===== src/rtl/clk_div_pkg.sv =====
// Shared types and helpers for the programmable clock divider.
package clk_div_pkg;

    typedef enum logic {
        IDLE = 1'b0,
        RUN  = 1'b1
    } state_e;

    localparam int MIN_DIV = 2;

    // High phase length for ratio n; odd ratios put the extra cycle in the low phase.
    function automatic logic [31:0] half_phase(input logic [31:0] n);
        return n >> 1;
    endfunction

endpackage


===== src/rtl/clk_div_cfg_shadow.sv =====
// Ratio write path: legality check, error pulse and the shadow ratio that
// waits for the next period boundary while the divider is running.
module clk_div_cfg_shadow
    import clk_div_pkg::*;
#(
    parameter int WIDTH = 8
) (
    input  logic             clk,
    input  logic             rst_n,
    input  logic             cfg_wr,
    input  logic [WIDTH-1:0] cfg_div,
    input  logic             run,
    input  logic             apply,
    output logic             legal_wr,
    output logic [WIDTH-1:0] shadow,
    output logic             cfg_pending,
    output logic             cfg_err
);

    logic [WIDTH-1:0] shadow_q, shadow_d;
    logic             pending_q, pending_d;
    logic             err_q, err_d;

    always_comb begin
        legal_wr  = cfg_wr && (32'(cfg_div) >= MIN_DIV);
        err_d     = cfg_wr && !legal_wr;
        shadow_d  = shadow_q;
        pending_d = pending_q;
        if (apply) begin
            pending_d = 1'b0;
        end
        // A write landing on a boundary cycle is queued behind the value applied there.
        if (legal_wr) begin
            if (run) begin
                shadow_d  = cfg_div;
                pending_d = 1'b1;
            end else begin
                pending_d = 1'b0;
            end
        end
    end

    always_ff @(posedge clk or negedge rst_n) begin
        if (!rst_n) begin
            shadow_q  <= '0;
            pending_q <= 1'b0;
            err_q     <= 1'b0;
        end else begin
            shadow_q  <= shadow_d;
            pending_q <= pending_d;
            err_q     <= err_d;
        end
    end

    assign shadow      = shadow_q;
    assign cfg_pending = pending_q;
    assign cfg_err     = err_q;

endmodule


===== src/rtl/clk_div_prog.sv =====
// Runtime-programmable integer clock divider with glitch-free ratio changes,
// graceful stop on en deassertion and a period-start tick.
module clk_div_prog
    import clk_div_pkg::*;
#(
    parameter int WIDTH       = 8,
    parameter int DEFAULT_DIV = 8
) (
    input  logic             clk,
    input  logic             rst_n,
    input  logic             en,
    input  logic             cfg_wr,
    input  logic [WIDTH-1:0] cfg_div,
    output logic             cfg_pending,
    output logic             cfg_err,
    output logic [WIDTH-1:0] div_active,
    output logic             clk_out,
    output logic             tick,
    output logic             busy
);

    state_e           state_q, state_d;
    logic [WIDTH-1:0] cnt_q, cnt_d;
    logic [WIDTH-1:0] div_active_q, div_active_d;
    logic             clk_out_q, clk_out_d;
    logic             tick_q, tick_d;

    logic [WIDTH-1:0] cnt_inc;
    logic             boundary;
    logic             apply;
    logic             legal_wr;
    logic [WIDTH-1:0] shadow;
    logic             pending;

    clk_div_cfg_shadow #(
        .WIDTH(WIDTH)
    ) u_cfg (
        .clk        (clk),
        .rst_n      (rst_n),
        .cfg_wr     (cfg_wr),
        .cfg_div    (cfg_div),
        .run        (state_q == RUN),
        .apply      (apply),
        .legal_wr   (legal_wr),
        .shadow     (shadow),
        .cfg_pending(pending),
        .cfg_err    (cfg_err)
    );

    // Compare-and-wrap keeps ratios up to 2**WIDTH-1 free of counter rollover.
    always_comb begin
        cnt_inc  = (cnt_q == div_active_q - WIDTH'(1)) ? '0 : cnt_q + WIDTH'(1);
        boundary = (state_q == RUN) && (cnt_inc == '0);
    end

    always_ff @(posedge clk or negedge rst_n) begin
        if (!rst_n) begin
            state_q      <= IDLE;
            cnt_q        <= '0;
            div_active_q <= WIDTH'(DEFAULT_DIV);
            clk_out_q    <= 1'b0;
            tick_q       <= 1'b0;
        end else begin
            state_q      <= state_d;
            cnt_q        <= cnt_d;
            div_active_q <= div_active_d;
            clk_out_q    <= clk_out_d;
            tick_q       <= tick_d;
        end
    end

    always_comb begin
        state_d = state_q;
        case (state_q)
            IDLE:    if (en) state_d = RUN;
            RUN:     if (boundary && !en) state_d = IDLE;
            default: state_d = IDLE;
        endcase
    end

    always_comb begin
        cnt_d        = cnt_q;
        clk_out_d    = clk_out_q;
        tick_d       = 1'b0;
        div_active_d = div_active_q;
        apply        = 1'b0;
        case (state_q)
            IDLE: begin
                cnt_d     = '0;
                clk_out_d = en;
                tick_d    = en;
                apply     = en;
            end
            RUN: begin
                cnt_d = cnt_inc;
                if (boundary) begin
                    apply     = 1'b1;
                    clk_out_d = en;
                    tick_d    = en;
                end else begin
                    clk_out_d = 32'(cnt_inc) < half_phase(32'(div_active_q));
                end
            end
            default: begin
                cnt_d     = '0;
                clk_out_d = 1'b0;
            end
        endcase
        // Shadow is applied only on a new period; an IDLE write takes effect at once.
        if (apply && pending) begin
            div_active_d = shadow;
        end
        if (legal_wr && state_q == IDLE) begin
            div_active_d = cfg_div;
        end
    end

    always_comb begin
        busy = (state_q == RUN);
    end

    assign cfg_pending = pending;
    assign div_active  = div_active_q;
    assign clk_out     = clk_out_q;
    assign tick        = tick_q;

endmodule


===== config.mk =====
export PLATFORM = sky130hd
export DESIGN_NAME = clk_div_prog
export DESIGN_NICKNAME = d
export VERILOG_FILES = /design/src/rtl/clk_div_pkg.sv /design/src/rtl/clk_div_cfg_shadow.sv /design/src/rtl/clk_div_prog.sv
export SDC_FILE = /design/constraint.sdc
export NUM_CORES = 1
export LEC_CHECK = 0
export BUFFER_PORTS_ARGS = -buffer_cell sky130_fd_sc_hd__buf_2
export CAP_MARGIN = 15
export CORE_MARGIN = 4
export CORE_UTILIZATION = 39
export DETAILED_ROUTE_END_ITERATION = 6
export PLACE_DENSITY = 0.61
export SLEW_MARGIN = 15
export SYNTH_ARGS = -nofsm -noshare
export SYNTH_HDL_FRONTEND = slang
export SYNTH_SLANG_ARGS = --single-unit

===== constraint.sdc =====
create_clock -name clk -period 3.9 [get_ports clk]
set_input_delay 0.78 -clock clk [delete_from_list [all_inputs] [get_ports clk]]
set_output_delay 0.78 -clock clk [all_outputs]
set_load 0.005 [all_outputs]

==> summary.md, run 1 <==
| Metric | Value |
|---|---|
| Ratio of final minimum period to clock period | `0.880` |
| Clock Tree Buf Depth | `2` |
| H-tree levels | `2` |
| Root Driver | `clkbuf_8` |
| Cts hold-fix bufs | `0` |
| Total CTS buffers | `5` |
| Commonest cells after routing, fill and taps aside | `dfrtp_1 (28), buf_2 (24), nor2_1 (18)` |
| Final RePlAce weighted congestion | `0.819` |
| Largest net degree at the start of global routing | `30` |
| Max Cap Viol | `0` |
| Fin. max-slew vios | `0` |
| R2R depth | `15` |
| Power per cell area | `between 800 and 900 nW/um^2` |
| Core ar. | `approximately 4400 sq um` |
| Mapped Nets | `198` |
| Mapped Cells | `179` |
| Min Tclk post-route | `3.43 ns` |
| Vias per inst | `5.25` |
| Die Width | `~76 um` |
| Antenna-violating nets left | `0` |
| Worst EP arrival | `3.62 ns` |
| Reg-to-reg critical path startpoint | `div_active[0]$_DFFE_PN0P_` |
| Mean area per synthesized cell | `between 10 and 15 sq um` |
| Worst Path Max Fanout | `7` |
| Worst Setup SP | `div_active[0]$_DFFE_PN0P_` |
| Commonest non-fill, non-tap cell in the layout | `dfrtp_1` |
| FILL cells | `416` |
| Worst Path Required | `around 4.1 ns` |
| Setup TNS | `0 ns` |
| Share of layout cells above drive strength 1 | `0.252` |
| Number of diodes | `0` |
| Die height | `approximately 76 um` |
| Max Clk Rate | `291 MHz` |
| Num Clock Sinks | `29` |
| Drt wl/cell | `between 15 and 20 um` |
| First-pass DRT Iterations | `4` |
| #FFs+latches synth | `29` |
| Initial Utilization | `0.407` |
| Worst setup SP type | `register` |
| HP Start | `u_cfg.shadow[7]$_DFFE_PN0P_` |
| Vias after detailed routing | `1333` |
| Synthesis-to-layout area growth | `13.0%` |
| Endpoint kind of the worst setup timing path | `register` |
| Layout Nets | `220` |
| Sequential share of the synthesized area | `0.405` |
| Status | `finished, final reports clean` |
| Die footprint | `5750 sq um` |
| Worst-Skew Late Latency | `0.28 ns` |
| Global route overflow | `0` |
| Max_slew headroom | `0.552` |
| DPL Wire Length | `2.93 mm` |
| Clock Skew | `around 0.014 ns` |
| Vias in the first global route | `~1300` |
| CP Class | `register to register` |
| Static Leak | `0.949 nW` |
| First-pass GRT wire length | `6.42 mm` |
| RSZ-0062 raised after global routing | `no` |
| Clock slew at reported path FFs | `around 0.06 ns` |
| Max VDD drop | `0.384 mV` |
| CTS resizes | `0` |
| Final instance area | `2030 sq um` |
| Hold Path Class | `register to register` |
| Final hold violations | `0` |
| Count of different cell masters after synthesis | `46` |
| # DRC | `0` |
| Post-synth EDFFs | `0` |
| Setup violators final | `0` |
| Mapped cell area | `about 1800 sq um` |
| Worst hold path depth | `1` |
| Cell Area, Placed | `about 1900 sq um` |
| GRT Resource Usage Total | `0.153` |
| Port buffer count | `24` |
| Ys Warns | `0` |
| Top_reg_cell synth | `dfrtp_1` |
| Post-CTS setup buffer count | `0` |
| Site Rows | `24` |
| CTS tree | `built` |
| Slew @ Worst Pin | `0.672 ns` |
| Total routed wirelength | `3.83 mm` |
| I/O Pins | `25` |
| Share of synthesized registers carrying an async set or reset | `1.00` |
| Initial antenna violation count | `0` |
| Initial DRC Count | `84` |
-- final timing paths --
path / end / slack, ns
worst min register to register: u_cfg.shadow[7]$_DFFE_PN0P_ / 0.51
worst min-delay path: u_cfg.shadow[7]$_DFFE_PN0P_ / 0.51
worst max register to register: clk_out$_DFF_PN0_ / 0.47
max in group asynchronous: cnt_q[0]$_DFF_PN0_ / 2.93
worst max-delay path: clk_out$_DFF_PN0_ / 0.47
min in group asynchronous: busy$_DFF_PN0_ / 0.53
-- stage by stage --
| step | hold WS [ns] | total power, W | instances | utilization | worst slack (ns) |
|---|---|---|---|---|---|
| finish | 0.507 | 0.00165 | 254 | 0.460 | 0.469 |
| global route | 0.517 | 0.00179 | 254 | 0.460 | 0.187 |
| CTS | 0.508 | 0.00166 | 254 | 0.460 | 0.517 |
| detailed placement | 0.491 | 0.00138 | 246 | 0.437 | 0.556 |
| global placement | 0.482 | 0.00138 | 246 | 0.437 | 0.673 |
| floorplan | 0.474 | 0.00118 | 179 | - | 0.850 |
-- cells by family (layout without fill, tap and decap cells) --
logic type      after synthesis  after routing  synth area share
compound gates               30             30             0.130
xor+xnor                     15             15            0.0732
fa+ha+maj                     7              7            0.0488
buf+inv                      21             44            0.0544
flops                        29             29             0.405
mux                          19             19             0.115
simple gates                 58             58             0.174
-- cell usage after synthesis (2+ instances only) --
cell	instances	area, sq um
xor2_1	8	70.1
nand2b_1	4	25.0
nor2_1	18	67.6
o2111ai_1	2	17.5
ha_1	7	87.6
nand4_1	2	12.5
mux2_2	9	101
a21oi_1	2	10.0
dfrtp_1	28	701
nand2_1	8	30.0
o21ai_0	6	30.0
a211oi_1	2	15.0
xnor2_1	7	61.3
inv_1	12	45.0
a21oi_4	2	32.5
nor2b_1	3	18.8
nor4_1	2	12.5
and3_1	3	18.8
mux2i_1	9	90.1
nand3_1	4	20.0
a22oi_1	5	37.5
nor3_1	7	35.0
buf_2	6	30.0
-- area by class of cell --
cell class / count / area [sq um] / area share
flip-flops and latches: 29 / 727 / 0.358
repair buffers: 24 / 120 / 0.0592
multi-input cells: 129 / 971 / 0.478
inverters: 12 / 45.0 / 0.0222
clock buffers: 7 / 96.3 / 0.0475
clock inverters: 1 / 5.00 / 0.00247
well taps: 52 / 65.1 / 0.0321
-- routing by layer --
metal | wire (um) | track usage | up-vias | part of all wire
li1 | - | - | 679 | -
met1 | 1920 | 0.222 | 623 | 0.50
met2 | 1690 | 0.212 | 25 | 0.44
met3 | 156 | 0.0383 | 6 | 0.041
met4 | 64 | 0.0699 | 0 | 0.017
met5 | 0 | 0 | - | 0
-- worst max-delay path, stage by stage, from the launching register on --
cell      delay, ns
dfrtp_1        0.45
inv_1          0.09
ha_1           0.30
nor3_1         0.21
a21oi_1        0.05
and3_1         0.19
nor3_2         0.27
and2_1         0.28
nor2_1         0.07
ha_1           0.27
a211oi_1       0.30
o21ai_0        0.14
a221oi_1       0.28
nand2_1        0.09
a31o_2         0.22
o22ai_1        0.12
-- flip-flops by register name (all words and copies together), names as in the netlist --
register           count
cnt_q                  8
div_active             8
u_cfg.shadow           8
busy                   1
clk_out                1
tick                   1
u_cfg.cfg_err          1
u_cfg.cfg_pending      1
-- power breakdown --
part | total [W] | internal (W) | switching, W
Clock | 0.000272 | 0.000159 | 0.000113
Combinational | 0.000782 | 0.000367 | 0.000416
Sequential | 0.000594 | 0.000418 | 0.000175
(Power assumes the default switching activity.)
==> run 2: changes to the inputs <==
Settings changed: REMOVE_ABC_BUFFERS set to 1.
==> summary.md, run 2 (same netlist as run 1, synthesis figures left out) <==
| Metric | Value |
|---|---|
| Worst hold slack | `0.502 ns (-0.00486 ns)` |
| Die height | `75.9 um (unchanged)` |
| CP Class | `register to register` |
| Die Width | `75.9 um (unchanged)` |
| Crit-path leading delay family | `compound AO/OA/AOI/OAI gates` |
| HP Start | `u_cfg.shadow[3]$_DFFE_PN0P_` |
| R2R depth | `15 (unchanged)` |
| Grt met1 use | `0.219 (-0.00337)` |
| Int Power | `0.000945 W (about the same)` |
| Total CTS buffers | `5 (unchanged)` |
| Vias per inst | `5.49 (+4.7%)` |
| First-pass GRT wire length | `6.62 mm (+3.1%)` |
| Commonest cells after routing, fill and taps aside | `dfrtp_1 (28), buf_2 (24), nor2_1 (18)` |
| Status | `finished, final reports clean` |
| Power per cell area | `820 nW/um^2 (+1.0%)` |
| Post-CTS setup buffer count | `0 (unchanged)` |
| Setup crit end | `clk_out$_DFF_PN0_` |
| Clock Skew | `0.00570 ns (-0.00816 ns)` |
| Slew @ Worst Pin | `0.664 ns (-0.00851 ns)` |
| Logic pwr share | `0.478 (+0.003)` |
| GRT Resource Usage Total | `0.155 (+0.00225)` |
| Layout Nets | `220 (unchanged)` |
| Dpl ws | `0.565 ns (+0.00874 ns)` |
| Final Power | `0.00166 W (+1.0%)` |
| Share of total power in sequential cells | `0.360 (about the same)` |
| Largest net degree at the start of global routing | `30 (unchanged)` |
| Fin. max-slew vios | `0 (unchanged)` |
| Cts hold-fix bufs | `0 (unchanged)` |
| CTS resizes | `0 (unchanged)` |
| Max Clk Rate | `292 MHz (+0.22%)` |
| Root Driver | `clkbuf_8` |
| Share of layout cells above drive strength 1 | `0.252 (unchanged)` |
| R2r setup slk | `0.48 ns (about the same)` |
| Clock Tree Buf Depth | `2 (unchanged)` |
| Placed Cells | `246 (unchanged)` |
| FILL cells | `433 (+4.1%)` |
| Final WS setup | `0.476 ns (+0.00750 ns)` |
| Crit path cell chain | `inv_1, ha_1, nor2b_1, a21oi_1, and3_1, nor3_2, and2_1, nor2_1, ha_1, a211oi_1, o21ai_0, a221oi_1, nand2_1, a31o_2, o22ai_1` |
| Total routed wirelength | `4.00 mm (+4.3%)` |
| Static Leak | `0.949 nW (unchanged)` |
| CP Depth | `15 (unchanged)` |
| Num Clock Sinks | `29 (unchanged)` |
| Register area | `727 sq um (unchanged)` |
| Worst-Skew Late Latency | `0.28 ns (about the same)` |
| Clock Power Share | `0.163 (-0.002)` |
| Die footprint | `5750 sq um (unchanged)` |
| Largest stage delay on the critical path | `0.45 ns (about the same)` |
| Worst Path Required | `4.08 ns (about the same)` |
| Max VDD drop | `0.298 mV (-22%)` |
| H-tree levels | `2 (unchanged)` |
| # DRC | `0 (unchanged)` |
| Switching power | `0.000720 W (+2.3%)` |
| CTS tree | `built` |
| Worst setup SP type | `register` |
| Initial Utilization | `0.407 (unchanged)` |
| Commonest non-fill, non-tap cell in the layout | `dfrtp_1` |
| RSZ-0062 raised after global routing | `no` |
| WP buf/inv | `1 (unchanged)` |
| Clock slew at reported path FFs | `0.06 ns (about the same)` |
| Initial DRC Count | `67 (-20%)` |
| Met3 Resource Use GR | `0.0330 (-0.00528)` |
| Number of diodes | `0 (unchanged)` |
| Min Tclk post-route | `3.42 ns (-0.00750 ns)` |
| Vias after detailed routing | `1395 (+4.7%)` |
| Vias in the first global route | `1337 (+1.2%)` |
| First-pass DRT Iterations | `4 (unchanged)` |
| Reg-to-reg critical path startpoint | `div_active[1]$_DFFE_PN0P_` |
| Site Rows | `24 (unchanged)` |
| Switching part of the total | `0.432 (+0.00529)` |
| Worst reg2reg path endpoint | `clk_out$_DFF_PN0_` |
| Busiest layer in global routing | `met2` |
| M2 GR Usage | `0.232 (+0.0200)` |
| CP max stage cell | `dfrtp_1` |
| I/O Pins | `25 (unchanged)` |
| Port buffer count | `24 (unchanged)` |
| Core ar. | `4410 sq um (unchanged)` |
| Final RePlAce weighted congestion | `0.800 (-2.2%)` |
| Cell Count, Final, Fillers Out | `254 (unchanged)` |
| Max Cap Viol | `0 (unchanged)` |
| Setup violators final | `0 (unchanged)` |
| Antenna-violating nets left | `0 (unchanged)` |
| Synthesis-to-layout area growth | `13.0% (unchanged)` |
| Endpoint kind of the worst setup timing path | `register` |
| Most used cell, CP | `ha_1` |
| Worst Setup SP | `div_active[1]$_DFFE_PN0P_` |
| Ratio of final minimum period to clock period | `0.878 (-0.00192)` |
| DPL Wire Length | `2.96 mm (+1.0%)` |
| Setup TNS | `0 ns (unchanged)` |
| Max_slew headroom | `0.558 (+0.00568)` |
| Worst Path Max Fanout | `7 (unchanged)` |
| Final hold violations | `0 (unchanged)` |
| Global route overflow | `0 (unchanged)` |
| Drt wl/cell | `15.7 um (+4.3%)` |
| Worst EP arrival | `3.61 ns (about the same)` |
| Initial antenna violation count | `0 (unchanged)` |
| Hold Path Class | `register to register` |
| Area of the multi-input gates | `971 sq um (unchanged)` |
==> run 2: cell counts in the layout (fill, tap and decap cells not counted) <==
Identical to the previous run, type by type.
==> run 2: stage by stage <==
stage	cell area [sq um]	utilization
after global routing	2030	0.460
after floorplan	1740	-
after CTS	2030	0.460
final	2030	0.460
after global placement	1930	0.437
after detailed placement	1930	0.437
==> run 2: cell type report <==
| cell class | count | share of cell area |
|---|---|---|
| sequential | 29 | 0.358 |
| tap | 52 | 0.0321 |
| clock inverter | 1 | 0.00247 |
| timing repair buffer | 24 | 0.0592 |
| inverter | 12 | 0.0222 |
| clock buffer | 7 | 0.0475 |
| multi-input combinational | 129 | 0.478 |
==> run 2: worst min-delay path by stage <==
stage,endpoint,slack [ns],cells past startpoint
2_1_floorplan,u_cfg.shadow[3]$_DFFE_PN0P_,0.47,1
6_report,u_cfg.shadow[3]$_DFFE_PN0P_,0.50,1
4_1_cts,u_cfg.shadow[3]$_DFFE_PN0P_,0.51,1
3_3_place_gp,u_cfg.shadow[3]$_DFFE_PN0P_,0.48,1
3_5_place_dp,u_cfg.shadow[3]$_DFFE_PN0P_,0.49,1
5_1_grt,u_cfg.shadow[1]$_DFFE_PN0P_,0.52,1
==> run 2: power groups by stage <==
stage	clock network, W	logic [W]	registers, W
after floorplan	0	0.000585	0.000560
final	0.000271	0.000795	0.000599
after CTS	0.000278	0.000797	0.000597
after detailed placement	0	0.000785	0.000601
after global placement	0	0.000779	0.000598
after global routing	0.000296	0.000891	0.000618
==> run 2: per-layer routing <==
layer	wire length, um	share of wire
met2	1790	0.45
met3	182	0.046
met4	48	0.012
met1	1980	0.49
met5	0	0
==> run 3: changes to the inputs <==
Settings changed: CORE_MARGIN 4 to 2.
==> summary.md, run 3 (same netlist as run 1, synthesis figures left out) <==
| Metric | Value |
|---|---|
| I/O Pins | `25 (unchanged)` |
| Die height | `71.9 um (-5.3%)` |
| CP max stage cell | `dfrtp_1` |
| DPL Wire Length | `2.91 mm (-1.7%)` |
| Slew @ Worst Pin | `0.654 ns (-0.00925 ns)` |
| Crit path cell chain | `inv_1, ha_1, nor3_1, a21oi_1, and3_1, nor3_2, and2_1, nor2_1, ha_1, a211oi_1, o21ai_0, a221oi_1, nand2_1, a31o_2, o22ai_1` |
| Root Driver | `clkbuf_8` |
| Min Tclk post-route | `3.37 ns (-0.0548 ns)` |
| FILL cells | `436 (+0.69%)` |
| Max VDD drop | `0.305 mV (+2.2%)` |
| CTS tree | `built` |
| Placed Cells | `246 (unchanged)` |
| Endpoint kind of the worst setup timing path | `register` |
| Cell Count, Final, Fillers Out | `253 (-0.39%)` |
| Worst-Skew Late Latency | `0.28 ns (about the same)` |
| CTS resizes | `0 (unchanged)` |
| Hold Path Class | `register to register` |
| Cts hold-fix bufs | `0 (unchanged)` |
| Most used cell, CP | `ha_1` |
| Fin. max-slew vios | `0 (unchanged)` |
| WP buf/inv | `1 (unchanged)` |
| Final WS setup | `0.531 ns (+0.0548 ns)` |
| First-pass GRT wire length | `6.66 mm (+0.62%)` |
| Final Power | `0.00163 W (-2.1%)` |
| Number of diodes | `0 (unchanged)` |
| Setup TNS | `0 ns (unchanged)` |
| Clock slew at reported path FFs | `0.06 ns (about the same)` |
| Site Rows | `24 (unchanged)` |
| # DRC | `0 (unchanged)` |
| Vias in the first global route | `1396 (+4.4%)` |
| Antenna-violating nets left | `0 (unchanged)` |
| Core ar. | `4380 sq um (-0.68%)` |
| Status | `finished, final reports clean` |
| Total CTS buffers | `5 (unchanged)` |
| Die footprint | `5160 sq um (-10%)` |
| Max Cap Viol | `0 (unchanged)` |
| RSZ-0062 raised after global routing | `no` |
| Initial Utilization | `0.410 (+0.00279)` |
| Commonest cells after routing, fill and taps aside | `dfrtp_1 (28), buf_2 (24), nor2_1 (18)` |
| Post-CTS setup buffer count | `0 (unchanged)` |
| Worst Path Required | `4.09 ns (about the same)` |
| Max_slew headroom | `0.564 (+0.00617)` |
| Static Leak | `0.940 nW (-1.0%)` |
| H-tree levels | `2 (unchanged)` |
| Commonest non-fill, non-tap cell in the layout | `dfrtp_1` |
| Final hold violations | `0 (unchanged)` |
| Share of layout cells above drive strength 1 | `0.244 (-0.00869)` |
| Largest stage delay on the critical path | `0.46 ns (about the same)` |
| R2r setup slk | `0.53 ns (+0.05 ns)` |
| Worst setup SP type | `register` |
| Layout Nets | `220 (unchanged)` |
| Initial DRC Count | `91 (+36%)` |
| Die Width | `71.9 um (-5.3%)` |
| Clock Tree Buf Depth | `2 (unchanged)` |
| CP Class | `register to register` |
| Worst EP arrival | `3.56 ns (-0.05 ns)` |
| Final RePlAce weighted congestion | `0.761 (-4.9%)` |
| Dpl ws | `0.579 ns (+0.0141 ns)` |
| R2R depth | `15 (unchanged)` |
| Global route overflow | `0 (unchanged)` |
| Crit-path leading delay family | `simple AND/OR/NAND/NOR gates` |
| Largest net degree at the start of global routing | `30 (unchanged)` |
| Ratio of final minimum period to clock period | `0.864 (-0.0140)` |
| Drt wl/cell | `15.5 um (-1.3%)` |
| Power per cell area | `809 nW/um^2 (-1.4%)` |
| Num Clock Sinks | `29 (unchanged)` |
| First-pass DRT Iterations | `4 (unchanged)` |
| GRT Resource Usage Total | `0.171 (+0.0155)` |
| Vias per inst | `5.43 (-1.0%)` |
| Max Clk Rate | `297 MHz (+1.6%)` |
| CP Depth | `15 (unchanged)` |
| Worst hold path depth | `1 (unchanged)` |
| Setup violators final | `0 (unchanged)` |
| Worst Path Max Fanout | `7 (unchanged)` |
| Total routed wirelength | `3.93 mm (-1.7%)` |
| Vias after detailed routing | `1375 (-1.4%)` |
| Synthesis-to-layout area growth | `12.2%` |
| Port buffer count | `24 (unchanged)` |
| Initial antenna violation count | `0 (unchanged)` |
| Clock Skew | `0.00146 ns (-0.00424 ns)` |
-- run 3: cell types whose count changed in the layout (fill, tap and decap cells not counted) --
cell and delta:
clkbuf_8 -1, clkbuf_1 +1, clkinv_2 -1
-- run 3: power breakdown --
group	internal (W)	total (W)	switching [W]
logic	0.000367	0.000780	0.000413
registers	0.000418	0.000604	0.000186
clock network	0.000140	0.000245	0.000106
total	0.000925	0.00163	0.000704
-- run 3: path summary, 6_finish.rpt --
kind,endpoint,startpoint
min,u_cfg.shadow[3]$_DFFE_PN0P_,u_cfg.shadow[3]$_DFFE_PN0P_
max,clk_out$_DFF_PN0_,div_active[0]$_DFFE_PN0P_
min reg2reg,u_cfg.shadow[3]$_DFFE_PN0P_,u_cfg.shadow[3]$_DFFE_PN0P_
max reg2reg,clk_out$_DFF_PN0_,div_active[0]$_DFFE_PN0P_
max in group asynchronous,cnt_q[1]$_DFF_PN0_,rst_n
min in group asynchronous,u_cfg.shadow[1]$_DFFE_PN0P_,rst_n
-- run 3: metal layers --
layer / part of all wire / global-route usage / vias up
met4: 0.018 / 0.0985 / 0
li1: - / - / 677
met5: 0 / 0 / -
met3: 0.036 / 0.0422 / 7
met1: 0.51 / 0.242 / 662
met2: 0.44 / 0.236 / 29
-- run 3: worst register-to-register path, delay by kind of cell (launching register included) --
kind | cells | cell delay [ns]
DFF | 1 | 0.46
and+or+nand+nor | 6 | 1.12
buffers and inverters | 1 | 0.10
adders and majority gates | 2 | 0.56
AOI/OAI and AO/OA | 6 | 1.04
-- run 3: final cells by class --
type | instances | area, sq um | area share
multi-input combinational | 129 | 971 | 0.482
timing repair buffer | 24 | 120 | 0.0596
tap | 52 | 65.1 | 0.0323
sequential | 29 | 727 | 0.361
inverter | 12 | 45.0 | 0.0224
clock buffer | 7 | 86.3 | 0.0429
-- run 3: stage by stage --
step / instance area [sq um] / utilization / hold WS, ns
2_1_floorplan: 1740 / - / 0.474
3_3_place_gp: 1930 / 0.440 / 0.485
3_5_place_dp: 1930 / 0.440 / 0.489
4_1_cts: 2010 / 0.459 / 0.505
5_1_grt: 2010 / 0.459 / 0.528
6_report: 2010 / 0.459 / 0.501
